<file path="src/rtl/sprite_position_controller_if.sv">
// Signal bundle between the SNES reader / VGA renderer side and the sprite position controller.
// Port names stay those of the surrounding system, so the bus needs no renaming at either end.
interface sprite_position_controller_if;
    logic       frame_tick;
    logic       up_n;
    logic       down_n;
    logic       left_n;
    logic       right_n;
    logic       home_n;
    logic       wrap_en;
    logic [9:0] col;
    logic [9:0] row;
    logic       moving;
    logic [3:0] at_edge;

    modport master (
        output frame_tick, up_n, down_n, left_n, right_n, home_n, wrap_en,
        input  col, row, moving, at_edge
    );

    modport slave (
        input  frame_tick, up_n, down_n, left_n, right_n, home_n, wrap_en,
        output col, row, moving, at_edge
    );
endinterface

</file>
<file path="src/rtl/sprite_position_controller.sv">
// Frame-paced sprite position register: D-pad press/hold auto-repeat, diagonal motion,
// clamp or wrap at the screen edges, and a home button that recenters the sprite.
module sprite_position_controller #(
    parameter int H_RES        = 640,
    parameter int V_RES        = 480,
    parameter int SPR_W        = 16,
    parameter int SPR_H        = 16,
    parameter int STEP         = 16,
    parameter int REPEAT_DELAY = 15,
    parameter int REPEAT_RATE  = 4,
    parameter int X0           = (H_RES - SPR_W) / 2,
    parameter int Y0           = (V_RES - SPR_H) / 2
) (
    input  logic                          clk,
    input  logic                          reset,
    sprite_position_controller_if.slave   bus
);

    localparam logic [9:0] X_MAX  = 10'(H_RES - SPR_W);
    localparam logic [9:0] Y_MAX  = 10'(V_RES - SPR_H);
    localparam logic [9:0] STEP_V = 10'(STEP);
    localparam logic [9:0] X0_V   = 10'(X0);
    localparam logic [9:0] Y0_V   = 10'(Y0);

    localparam int CNT_TOP = (REPEAT_DELAY > REPEAT_RATE) ? REPEAT_DELAY : REPEAT_RATE;
    localparam int CNT_W   = (CNT_TOP > 1) ? $clog2(CNT_TOP) : 1;
    localparam logic [CNT_W-1:0] DELAY_LAST = CNT_W'(REPEAT_DELAY - 1);
    localparam logic [CNT_W-1:0] RATE_LAST  = CNT_W'(REPEAT_RATE - 1);

    typedef enum logic [1:0] {IDLE, HOLD, REPEAT} state_e;

    // Direction after cancelling opposite buttons; all-zero means "released".
    typedef struct packed {
        logic up;
        logic down;
        logic left;
        logic right;
    } dir_t;

    state_e     state_q, state_d;
    logic [CNT_W-1:0] cnt_q, cnt_d;
    dir_t       vec_q, vec_d;
    dir_t       vec;
    logic [9:0] col_q, col_d;
    logic [9:0] row_q, row_d;
    logic       do_step;

    function automatic logic [9:0] step_axis(input logic [9:0] pos, input logic dec,
                                             input logic inc, input logic [9:0] max_v,
                                             input logic wrap);
        logic [9:0] res;
        res = pos;
        if (dec) begin
            if (wrap && pos == '0)      res = max_v;
            else if (pos < STEP_V)      res = '0;
            else                        res = pos - STEP_V;
        end else if (inc) begin
            if (wrap && pos == max_v)   res = '0;
            else if (pos > max_v - STEP_V) res = max_v;
            else                        res = pos + STEP_V;
        end
        return res;
    endfunction

    always_comb begin
        vec.up    = ~bus.up_n    &  bus.down_n;
        vec.down  = ~bus.down_n  &  bus.up_n;
        vec.left  = ~bus.left_n  &  bus.right_n;
        vec.right = ~bus.right_n &  bus.left_n;
    end

    // NOTE: every next-state signal gets its hold value first, so no path leaves one unassigned (no latch).
    always_comb begin
        state_d = state_q;
        cnt_d   = cnt_q;
        vec_d   = vec_q;
        col_d   = col_q;
        row_d   = row_q;
        do_step = 1'b0;

        if (bus.frame_tick) begin
            if (!bus.home_n) begin
                col_d   = X0_V;
                row_d   = Y0_V;
                state_d = IDLE;
                cnt_d   = '0;
            end else if (vec == '0) begin
                state_d = IDLE;
                cnt_d   = '0;
            end else if (state_q == IDLE || vec != vec_q) begin
                do_step = 1'b1;
                vec_d   = vec;
                state_d = HOLD;
                cnt_d   = '0;
            end else if (state_q == HOLD) begin
                if (cnt_q == DELAY_LAST) begin
                    do_step = 1'b1;
                    state_d = REPEAT;
                    cnt_d   = '0;
                end else begin
                    cnt_d = cnt_q + CNT_W'(1);
                end
            end else begin
                if (cnt_q == RATE_LAST) begin
                    do_step = 1'b1;
                    cnt_d   = '0;
                end else begin
                    cnt_d = cnt_q + CNT_W'(1);
                end
            end
        end

        if (do_step) begin
            col_d = step_axis(col_q, vec.left, vec.right, X_MAX, bus.wrap_en);
            row_d = step_axis(row_q, vec.up,   vec.down,  Y_MAX, bus.wrap_en);
        end
    end

    // NOTE: state registers use non-blocking assignments so every flop samples pre-edge values.
    always_ff @(posedge clk) begin
        if (reset) begin
            state_q <= IDLE;
            cnt_q   <= '0;
            vec_q   <= '0;
            col_q   <= X0_V;
            row_q   <= Y0_V;
        end else begin
            state_q <= state_d;
            cnt_q   <= cnt_d;
            vec_q   <= vec_d;
            col_q   <= col_d;
            row_q   <= row_d;
        end
    end

    assign bus.col     = col_q;
    assign bus.row     = row_q;
    assign bus.moving  = (state_q != IDLE);
    assign bus.at_edge = {row_q == '0, row_q == Y_MAX, col_q == '0, col_q == X_MAX};

endmodule
</file>
<file path="src/flat_wrapper.sv">
// flat-port wrapper written by rule: the top's interface ports become plain ports
module sprite_position_controller_flat 
#(
    parameter int H_RES        = 640,
    parameter int V_RES        = 480,
    parameter int SPR_W        = 16,
    parameter int SPR_H        = 16,
    parameter int STEP         = 16,
    parameter int REPEAT_DELAY = 15,
    parameter int REPEAT_RATE  = 4,
    parameter int X0           = (H_RES - SPR_W) / 2,
    parameter int Y0           = (V_RES - SPR_H) / 2
)
  (clk, reset, bus_frame_tick, bus_up_n, bus_down_n, bus_left_n, bus_right_n, bus_home_n, bus_wrap_en, bus_col, bus_row, bus_moving, bus_at_edge);
  sprite_position_controller_if bus_i ();
  input  logic clk;
  input  logic reset;
  input wire logic [$bits(bus_i.frame_tick)-1:0] bus_frame_tick;
  input wire logic [$bits(bus_i.up_n)-1:0] bus_up_n;
  input wire logic [$bits(bus_i.down_n)-1:0] bus_down_n;
  input wire logic [$bits(bus_i.left_n)-1:0] bus_left_n;
  input wire logic [$bits(bus_i.right_n)-1:0] bus_right_n;
  input wire logic [$bits(bus_i.home_n)-1:0] bus_home_n;
  input wire logic [$bits(bus_i.wrap_en)-1:0] bus_wrap_en;
  output wire logic [$bits(bus_i.col)-1:0] bus_col;
  output wire logic [$bits(bus_i.row)-1:0] bus_row;
  output wire logic [$bits(bus_i.moving)-1:0] bus_moving;
  output wire logic [$bits(bus_i.at_edge)-1:0] bus_at_edge;
  assign bus_i.frame_tick = bus_frame_tick;
  assign bus_i.up_n = bus_up_n;
  assign bus_i.down_n = bus_down_n;
  assign bus_i.left_n = bus_left_n;
  assign bus_i.right_n = bus_right_n;
  assign bus_i.home_n = bus_home_n;
  assign bus_i.wrap_en = bus_wrap_en;
  assign bus_col = bus_i.col;
  assign bus_row = bus_i.row;
  assign bus_moving = bus_i.moving;
  assign bus_at_edge = bus_i.at_edge;
  sprite_position_controller #(.H_RES(H_RES), .V_RES(V_RES), .SPR_W(SPR_W), .SPR_H(SPR_H), .STEP(STEP), .REPEAT_DELAY(REPEAT_DELAY), .REPEAT_RATE(REPEAT_RATE), .X0(X0), .Y0(Y0)) u_core (.clk(clk), .reset(reset), .bus(bus_i));
endmodule
</file>
<file path="config.mk">
export PLATFORM = sky130hd
export DESIGN_NAME = sprite_position_controller_flat
export DESIGN_NICKNAME = d
export VERILOG_FILES = /design/src/rtl/sprite_position_controller_if.sv /design/src/rtl/sprite_position_controller.sv /design/src/flat_wrapper.sv
export SDC_FILE = /design/constraint.sdc
export NUM_CORES = 1
export LEC_CHECK = 0
export ABC_AREA = 0
export CORE_UTILIZATION = 45
export DETAILED_ROUTE_END_ITERATION = 16
export PLACE_DENSITY = 0.75
export SETUP_SLACK_MARGIN = 0.4
export SYNTH_ARGS = -nofsm -noshare
export SYNTH_HDL_FRONTEND = slang
export SYNTH_SLANG_ARGS = --single-unit
</file>
<file path="constraint.sdc">
create_clock -name clk -period 7.8 [get_ports clk]
set_clock_uncertainty 0.15 [all_clocks]
set_input_delay 1.56 -clock clk [delete_from_list [all_inputs] [get_ports clk]]
set_output_delay 1.56 -clock clk [all_outputs]
set_load 0.02 [all_outputs]
</file>
==> out/metrics.csv, run 1 <==
metric,value,unit
cts.path.max_buffers,2,
crit_arrival,3.99,ns
min_to,u_core.vec_q[0],
synth_top_area_frac,0.251,
crit_fanout,8,
die_h,67.2,microns
synth_edf_count,0,
synth_area_leaders,"dfxtp_1, ha_1, a21oi_1",
synthFlopType,dfxtp_1,
grtUsageTotal,0.212,
final.setup.tns,0,ns
clock-sinks,24,
hold_buffers,0,
post_cts_resized,0,
r2r-start,u_core.cnt_q[0],
pre_cts_slack,3.54,ns
min_period,3.98,ns
wl,4480,microns
grt_pass1_vias,1565,
die-width,67.2,microns
vdd_drop_max,106,uV
p_leak,0.000882,uW
critPathRequiredTime,7.82,ns
p_per_area,120,nW/um^2
gp_congestion,0.893,
ios,34,
cts-htree-levels,1,
place_hpwl,3390,microns
dieArea,4520,sq um
holdPathStages,2,
timing.fmax,251,MHz
setup_ws,3.82,ns
coreArea,4030,sq um
reg2reg_to,u_core.bus.col[4],
hold_start,u_core.vec_q[0],
diodes,0,
rows,23,
firstDrtPassIters,4,
cts_tree,built,
reg2reg_depth,7,
n_fill_cell,392,
syn_avg_cell_area,7.50,sq um
ant_nets,0,
drive_gt1_frac,0.0511,
hold_viol_final,0,
area_growth,16.5,%
outcome,finished clean,
antenna_found_initial,0,
syn_inst,255,
cts_made_buffers,3,
async_flop_share,0,
drt_iter0_drc,167,
grt_pass1_wl,7300,microns
post-route-period-util,0.510,
criticalPathCategory,input pin to flop,
layout_commonest_cell,a21oi_1,
yosys.cell_types.count,55,
ctsRootBufferMaster,clkbuf_8,
ys_ff_latch,24,
cp-start-kind,input pin,
grt-ovfl-total,0,
wl_per_cell,13.8,microns
yosysTopAreaCell,dfxtp_1,
yosysWarningCount,0,
endpoint_kind,flop,
clk_pin_slew,0.09,ns
avgViaCountPerCell,5.69,
syn-cell-area,1910,sq um
drv_cap,0,
post_cts_buffers,0,
r2r_setup_slack,5.46,ns
grt_max_degree,17,
hp-class,flop to flop,
clk_latency,0.27,ns
finalNetCount,298,
start_util,0.475,
worst_pin_slew,0.593,ns
rsz0062_at_grt,no,
final_cell_mix,"a21oi_1, clkdlybuf4s50_1, nand2_1, dfxtp_1, nor2_1",
port_buffers,27,
vias,1843,
slew_viol_final,0,
ys_seq_area_frac,0.251,
relSlewSlack,0.603,
post-route-drc-count,0,
setup_violations,0,
-- how the worst max path moves through the flow --
stage                     slack [ns]  cells after the start        start                 to
after floorplan                 4.23                      9  bus_right_n  u_core.bus.col[4]
after global placement          3.59                      9  bus_right_n  u_core.bus.col[4]
after detailed placement        3.54                      9  bus_right_n  u_core.bus.col[4]
after CTS                       3.82                      9  bus_right_n  u_core.bus.col[4]
after global routing            3.67                      9   bus_left_n  u_core.bus.row[7]
final                           3.82                      9  bus_right_n  u_core.bus.col[4]
-- power by group --
part           total (uW)  internal, uW  switching [uW]
registers             129           125            4.29
logic                53.9          22.3            31.6
clock network        84.2          45.1            39.1
total                 267           192            75.0
-- synth_stat cells (2+ instances only) --
cell and number:
nor2b_1 3, inv_1 15, nand2_1 24, a2bb2oi_1 5
nand3_1 14, nor3_1 7, buf_4 7, o22ai_1 3
xnor2_1 9, o211ai_1 2, nor2_1 20, a211oi_1 2
and3_1 6, ha_1 14, o31ai_1 2, a21oi_1 28
or2_2 2, clkbuf_1 8, nand4_1 3, xor2_1 4
nor3b_1 3, nand2b_1 4, mux2i_1 2, o21ai_0 14
dfxtp_1 24
-- sequential cells by signal, indices dropped and copies added (netlist names) --
signal          flops
u_core.bus.col      7
u_core.state_q      2
u_core.bus.row      7
u_core.cnt_q        4
u_core.vec_q        4
-- per-layer routing --
metal / track usage / routed length, microns / vias to the layer above / share of wire
met5: 0 / 0 / - / 0
met4: 0.0559 / 30 / 0 / 0.0067
met3: 0.0304 / 264 / 3 / 0.059
met2: 0.323 / 1980 / 63 / 0.44
met1: 0.308 / 2210 / 840 / 0.49
li1: - / - / 937 / -
-- cell families (layout without fill, tap and decap cells) --
kind of cell    after synthesis  after routing  synth area share
fa+ha+maj                    14             14            0.0916
xor+xnor                     13             13            0.0595
mux                           3              3            0.0164
other cells                   1              6           0.00196
simple gates                 97             97             0.256
flops                        24             24             0.251
buf+inv                      33             47            0.0791
compound gates               70             70             0.244
-- stage by stage --
| stage | utilization | total power (uW) | hold slack, ns | cells | instance area, sq um |
|---|---|---|---|---|---|
| after CTS | 0.553 | 270 | 0.327 | 324 | 2230 |
| after floorplan | - | 171 | 0.298 | 260 | 1930 |
| after detailed placement | 0.539 | 185 | 0.314 | 320 | 2170 |
| after global routing | 0.553 | 284 | 0.359 | 324 | 2230 |
| after global placement | 0.539 | 185 | 0.317 | 320 | 2170 |
| final | 0.553 | 267 | 0.323 | 324 | 2230 |
-- final cells by class --
class / count / area, sq um / area share
multi-input cells: 203 / 1300 / 0.583
flip-flops and latches: 24 / 480 / 0.216
repair buffers: 27 / 270 / 0.121
well taps: 50 / 62.6 / 0.0281
inverters: 16 / 60.1 / 0.0270
clock buffers: 4 / 55.1 / 0.0247
-- critical path, stage by stage --
cell and delay (ns):
clkdlybuf4s50_1 0.48, inv_1 0.05, ha_1 0.35, a21boi_4 0.28
nand2_2 0.15, a31oi_4 0.25, inv_2 0.05, or3_1 0.44
o32a_1 0.37
(Power assumes the default switching activity.)
==> run 2: changes to the inputs <==
clock period = 3.7 ns   (was 7.8 ns; I/O delays follow)
==> run 2 against run 1 <==
Net effect: clock-buffer cell count stayed put; largest cell class unchanged; setup slack worse by 3.2 ns; critical path type unchanged; design area is 1.0% higher; routed wire length is 1.6% lower; critical path depth stayed put.
==> out/metrics.csv, run 2 (synthesized netlist as in run 1, its figures left out) <==
metric,value,unit,change
outcome,finished clean,,
grt-ovfl-total,0,,unchanged
dieArea,4520,sq um,unchanged
port_buffers,27,,unchanged
final_cell_mix,"a21oi_1, clkdlybuf4s50_1, nand2_1, dfxtp_1, nor2_1",,
endpoint_kind,flop,,
grt_pass1_vias,1643,,+5.0%
gp_congestion,0.867,,-2.9%
post-route-drc-count,0,,unchanged
hold_viol_final,0,,unchanged
finalNetCount,301,,+1.0%
slew_viol_final,0,,unchanged
cts_made_buffers,3,,unchanged
hp-class,flop to flop,,
whs,0.325,ns,+0.00160 ns
rsz0062_at_grt,no,,
drt_iter0_drc,143,,-14%
timing.fmax,321,MHz,
relSlewSlack,0.619,,+0.0154
die-width,67.2,microns,unchanged
r2r_setup_slack,1.36,ns,-4.10 ns
p_leak,0.000897,uW,+1.7%
slowest_stage,clkdlybuf4s50_1,,
worst_path_largest_cell_delay,0.48,ns,about the same
crit_path_start,bus_right_n,,
hold_buffers,0,,unchanged
criticalPathCategory,input pin to flop,,
rows,23,,unchanged
dp_cells,323,,+0.94%
ctsRootBufferMaster,clkbuf_8,,
wl_per_cell,13.5,microns,-2.5%
layout_commonest_cell,a21oi_1,,
crit_arrival,3.12,ns,-0.87 ns
clk_pin_slew,0.08,ns,about the same
grtUsageTotal,0.213,,+0.00157
vdd_drop_max,177,uV,+67%
post_cts_resized,0,,unchanged
critical_path.cell_chain,clkdlybuf4s50_1 > inv_1 > ha_1 > a21boi_4 > nand2_2 > a31oi_4 > inv_2 > or3_1 > o32a_1,,
p_per_area,251,nW/um^2,+110%
avgViaCountPerCell,5.73,,+0.75%
ios,34,,unchanged
drv_cap,0,,unchanged
die_h,67.2,microns,unchanged
r2r-start,u_core.cnt_q[0],,
cts.path.max_buffers,2,,unchanged
pre_cts_slack,0.311,ns,-3.23 ns
vias,1874,,+1.7%
grt_max_degree,17,,unchanged
grt_pass1_wl,7420,microns,+1.6%
area_growth,17.7,%,
post_cts_buffers,0,,unchanged
firstDrtPassIters,4,,unchanged
min_period,3.11,ns,
wl,4410,microns,-1.6%
post-route-period-util,0.841,,
final_core_util,0.559,,+0.00559
start_util,0.475,,unchanged
stdcell_count,327,,+0.93%
crit_fanout,8,,unchanged
place_hpwl,3370,microns,-0.61%
final.setup.tns,0,ns,unchanged
clock-sinks,24,,unchanged
clk_latency,0.27,ns,about the same
reg2reg_to,u_core.bus.col[4],,
reg2reg_depth,7,,unchanged
diodes,0,,unchanged
drive_gt1_frac,0.0614,,+0.0103
worst_pin_slew,0.570,ns,-0.0230 ns
setup.worst_path.end,u_core.bus.col[4],,
critPathRequiredTime,3.71,ns,-4.11 ns
setup_ws,0.589,ns,-3.23 ns
antenna_found_initial,0,,unchanged
cts-htree-levels,1,,unchanged
setup_violations,0,,unchanged
cp-start-kind,input pin,,
coreArea,4030,sq um,unchanged
cts_tree,built,,
ant_nets,0,,unchanged
## run 2: cell count changes in the layout (fill, tap and decap cells not counted), sizes merged
cell and change:
buf +3
## run 2: routing by layer
layer | GRT usage | wire length (microns) | up-vias
li1 | - | - | 940
met1 | 0.305 | 2180 | 865
met2 | 0.313 | 1900 | 63
met3 | 0.0439 | 259 | 6
met4 | 0.0771 | 70 | 0
met5 | 0 | 0 | -
## run 2: worst max-delay path: cells and delay by family
family / cells / cell delay (ns)
AND/OR/NAND/NOR: 2 / 0.59
adder cells (fa/ha/maj): 1 / 0.33
AO/OA/AOI/OAI: 3 / 0.88
buffers and inverters: 3 / 0.59
## run 2: worst min-delay path by stage
stage / start / to / slack, ns / cells past startpoint
after floorplan: u_core.vec_q[1] / u_core.vec_q[1] / 0.30 / 2
after global placement: u_core.vec_q[1] / u_core.vec_q[1] / 0.32 / 2
after detailed placement: u_core.vec_q[0] / u_core.vec_q[0] / 0.31 / 2
after CTS: u_core.vec_q[0] / u_core.vec_q[0] / 0.33 / 2
after global routing: u_core.vec_q[0] / u_core.vec_q[0] / 0.35 / 2
final: u_core.vec_q[0] / u_core.vec_q[0] / 0.32 / 2
## run 2: area by class of cell
type,count,area [sq um]
Fill cell,399,1780
Multi-Input combinational cell,203,1300
Inverter,16,60.1
Tap cell,50,62.6
Clock buffer,4,55.1
Timing Repair Buffer,30,293
Sequential cell,24,480
## run 2: through the flow
stage | total power (uW) | area (sq um)
finish | 566 | 2250
global route | 597 | 2250
CTS | 572 | 2250
detailed placement | 393 | 2200
global placement | 392 | 2200
floorplan | 361 | 1930
## run 2: report_power, final
part,internal (uW),total [uW],switching [uW]
registers,263,272,8.85
logic,49.5,116,66.8
clock network,95.1,177,82.4
==> run 3: changes to the inputs <==
PLACE_DENSITY = 0.78   (was 0.75)
clock period = 2.5 ns   (was 3.7 ns; I/O delays follow)
==> run 3 against run 2 <==
Net effect: register-to-register slack got worse by 0.96 ns; global-route usage rose by 1.1 points; combinational power rose by 97%; highest routed layer unchanged; critical path type is now flop to flop.
==> out/metrics.csv, run 3 (synthesized netlist as in run 1, its figures left out) <==
metric,value,unit,change
outcome,finished clean,,
min_period,2.10,ns,
finalNetCount,334,,+11%
dieArea,4520,sq um,unchanged
layout_commonest_cell,buf_4,,
worst_path_largest_cell_delay,0.36,ns,-0.12 ns
coreArea,4030,sq um,unchanged
crit_arrival,2.10,ns,-1.02 ns
hold_buffers,0,,unchanged
power.total,849,uW,+50%
crit_fanout,4,,-4
critical_path.cell_chain,inv_2 > ha_2 > and4b_1 > a22oi_2 > a31oi_4 > inv_2 > buf_4 > buf_4 > o41ai_1 > nand2_1,,
gp_congestion,0.852,,-1.7%
grt_pass1_vias,1812,,+10%
cts_tree,built,,
wl_per_cell,13.7,microns,+1.6%
final.setup.tns,0,ns,unchanged
start_util,0.475,,unchanged
cp-start-kind,flop,,
crit_family,compound AO/OA/AOI/OAI gates,,
area_growth,38.3,%,
die_h,67.2,microns,unchanged
postPlaceCellArea,2410,sq um,+9.7%
die-width,67.2,microns,unchanged
timing.fmax,476,MHz,
slew_viol_final,0,,unchanged
drv_cap,0,,unchanged
clk_pin_slew,0.08,ns,about the same
grtUsageTotal,0.225,,+0.0113
hp-class,flop to flop,,
endpoint_kind,flop,,
hold_viol_final,0,,unchanged
rows,23,,unchanged
ctsRootBufferMaster,clkbuf_8,,
final_area,2650,sq um,+18%
place_hpwl,3650,microns,+8.3%
critPathRequiredTime,2.49,ns,-1.22 ns
cts.path.max_buffers,2,,unchanged
grt-ovfl-total,0,,unchanged
port_buffers,27,,unchanged
cts-htree-levels,1,,unchanged
whs,0.330,ns,+0.00556 ns
ios,34,,unchanged
diodes,0,,unchanged
drive_gt1_frac,0.304,,+0.243
firstDrtPassIters,5,,+1
grt_max_degree,13,,-4
rsz0062_at_grt,yes,,
vdd_drop_max,219,uV,+24%
vias,2043,,+9.0%
post-route-period-util,0.841,,
drt_iter0_drc,205,,+43%
cts_made_buffers,3,,unchanged
slowest_stage,dfxtp_4,,
grt_pass1_wl,7890,microns,+6.3%
path_buf_inv,4,,+1
clk_latency,0.26,ns,about the same
final_cell_mix,"buf_4, a21oi_1, nand2_1",,
wl,4920,microns,+12%
antenna_found_initial,0,,unchanged
avgViaCountPerCell,5.69,,-0.70%
setup_violations,0,,unchanged
post-route-drc-count,0,,unchanged
criticalPathCategory,flop to flop,,
clock-sinks,24,,unchanged
ant_nets,0,,unchanged
p_per_area,321,nW/um^2,+28%
p_leak,0.00111,uW,+23%
pre_cts_slack,-0.280,ns,-0.592 ns
setup_ws,0.398,ns,-0.192 ns
[run 3: cell type report]
type,instances,area (sq um)
sequential,24,495
multi-input combinational,203,1460
timing repair buffer,63,526
inverter,16,62.6
fill,362,1380
tap,50,62.6
clock buffer,3,41.3
[run 3: repair_timing]
| item | 4_1_cts | 5_1_grt |
|---|---|---|
| gates cloned | 0 | 0 |
| endpoints found under the hold margin | 0 | 0 |
| pin swaps | 8 | 10 |
| buffers inserted | 7 | 2 |
| setup endpoints to repair | 26 | 22 |
| gates resized for setup | 46 | 37 |
[run 3: per-stage QoR]
stage	instances	utilization
6_report	359	0.657
3_5_place_dp	347	0.598
3_3_place_gp	347	0.598
2_1_floorplan	260	-
5_1_grt	359	0.657
4_1_cts	357	0.628
[run 3: worst reg2reg max path: stages (launching register included)]
cell and delay (ns):
dfxtp_4 0.36, inv_2 0.05, ha_2 0.16, and4b_1 0.23
a22oi_2 0.12, a31oi_4 0.21, inv_2 0.06, buf_4 0.13
buf_4 0.12, o41ai_1 0.33, nand2_1 0.08
[run 3: per-layer routing]
| metal | up-vias | wire length [microns] | GRT usage |
|---|---|---|---|
| li1 | 1004 | - | - |
| met1 | 962 | 2200 | 0.296 |
| met3 | 8 | 237 | 0.0270 |
| met5 | - | 0 | 0 |
| met4 | 0 | 72 | 0.0718 |
| met2 | 69 | 2410 | 0.379 |
[run 3: worst paths after layout]
check	start	endpoint	slack (ns)	cells after the start
setup reg to reg	u_core.cnt_q[0]	u_core.bus.row[3]	0.40	10
hold reg to reg	u_core.vec_q[0]	u_core.vec_q[0]	0.33	2
hold / removal	u_core.vec_q[0]	u_core.vec_q[0]	0.33	2
setup / recovery	u_core.cnt_q[0]	u_core.bus.row[3]	0.40	10
[run 3: report_power, final]
group          total [uW]  switching [uW]  internal [uW]
registers             399            10.4            389
clock network         221             113            108
logic                 228             123            106
total                 849             246            602
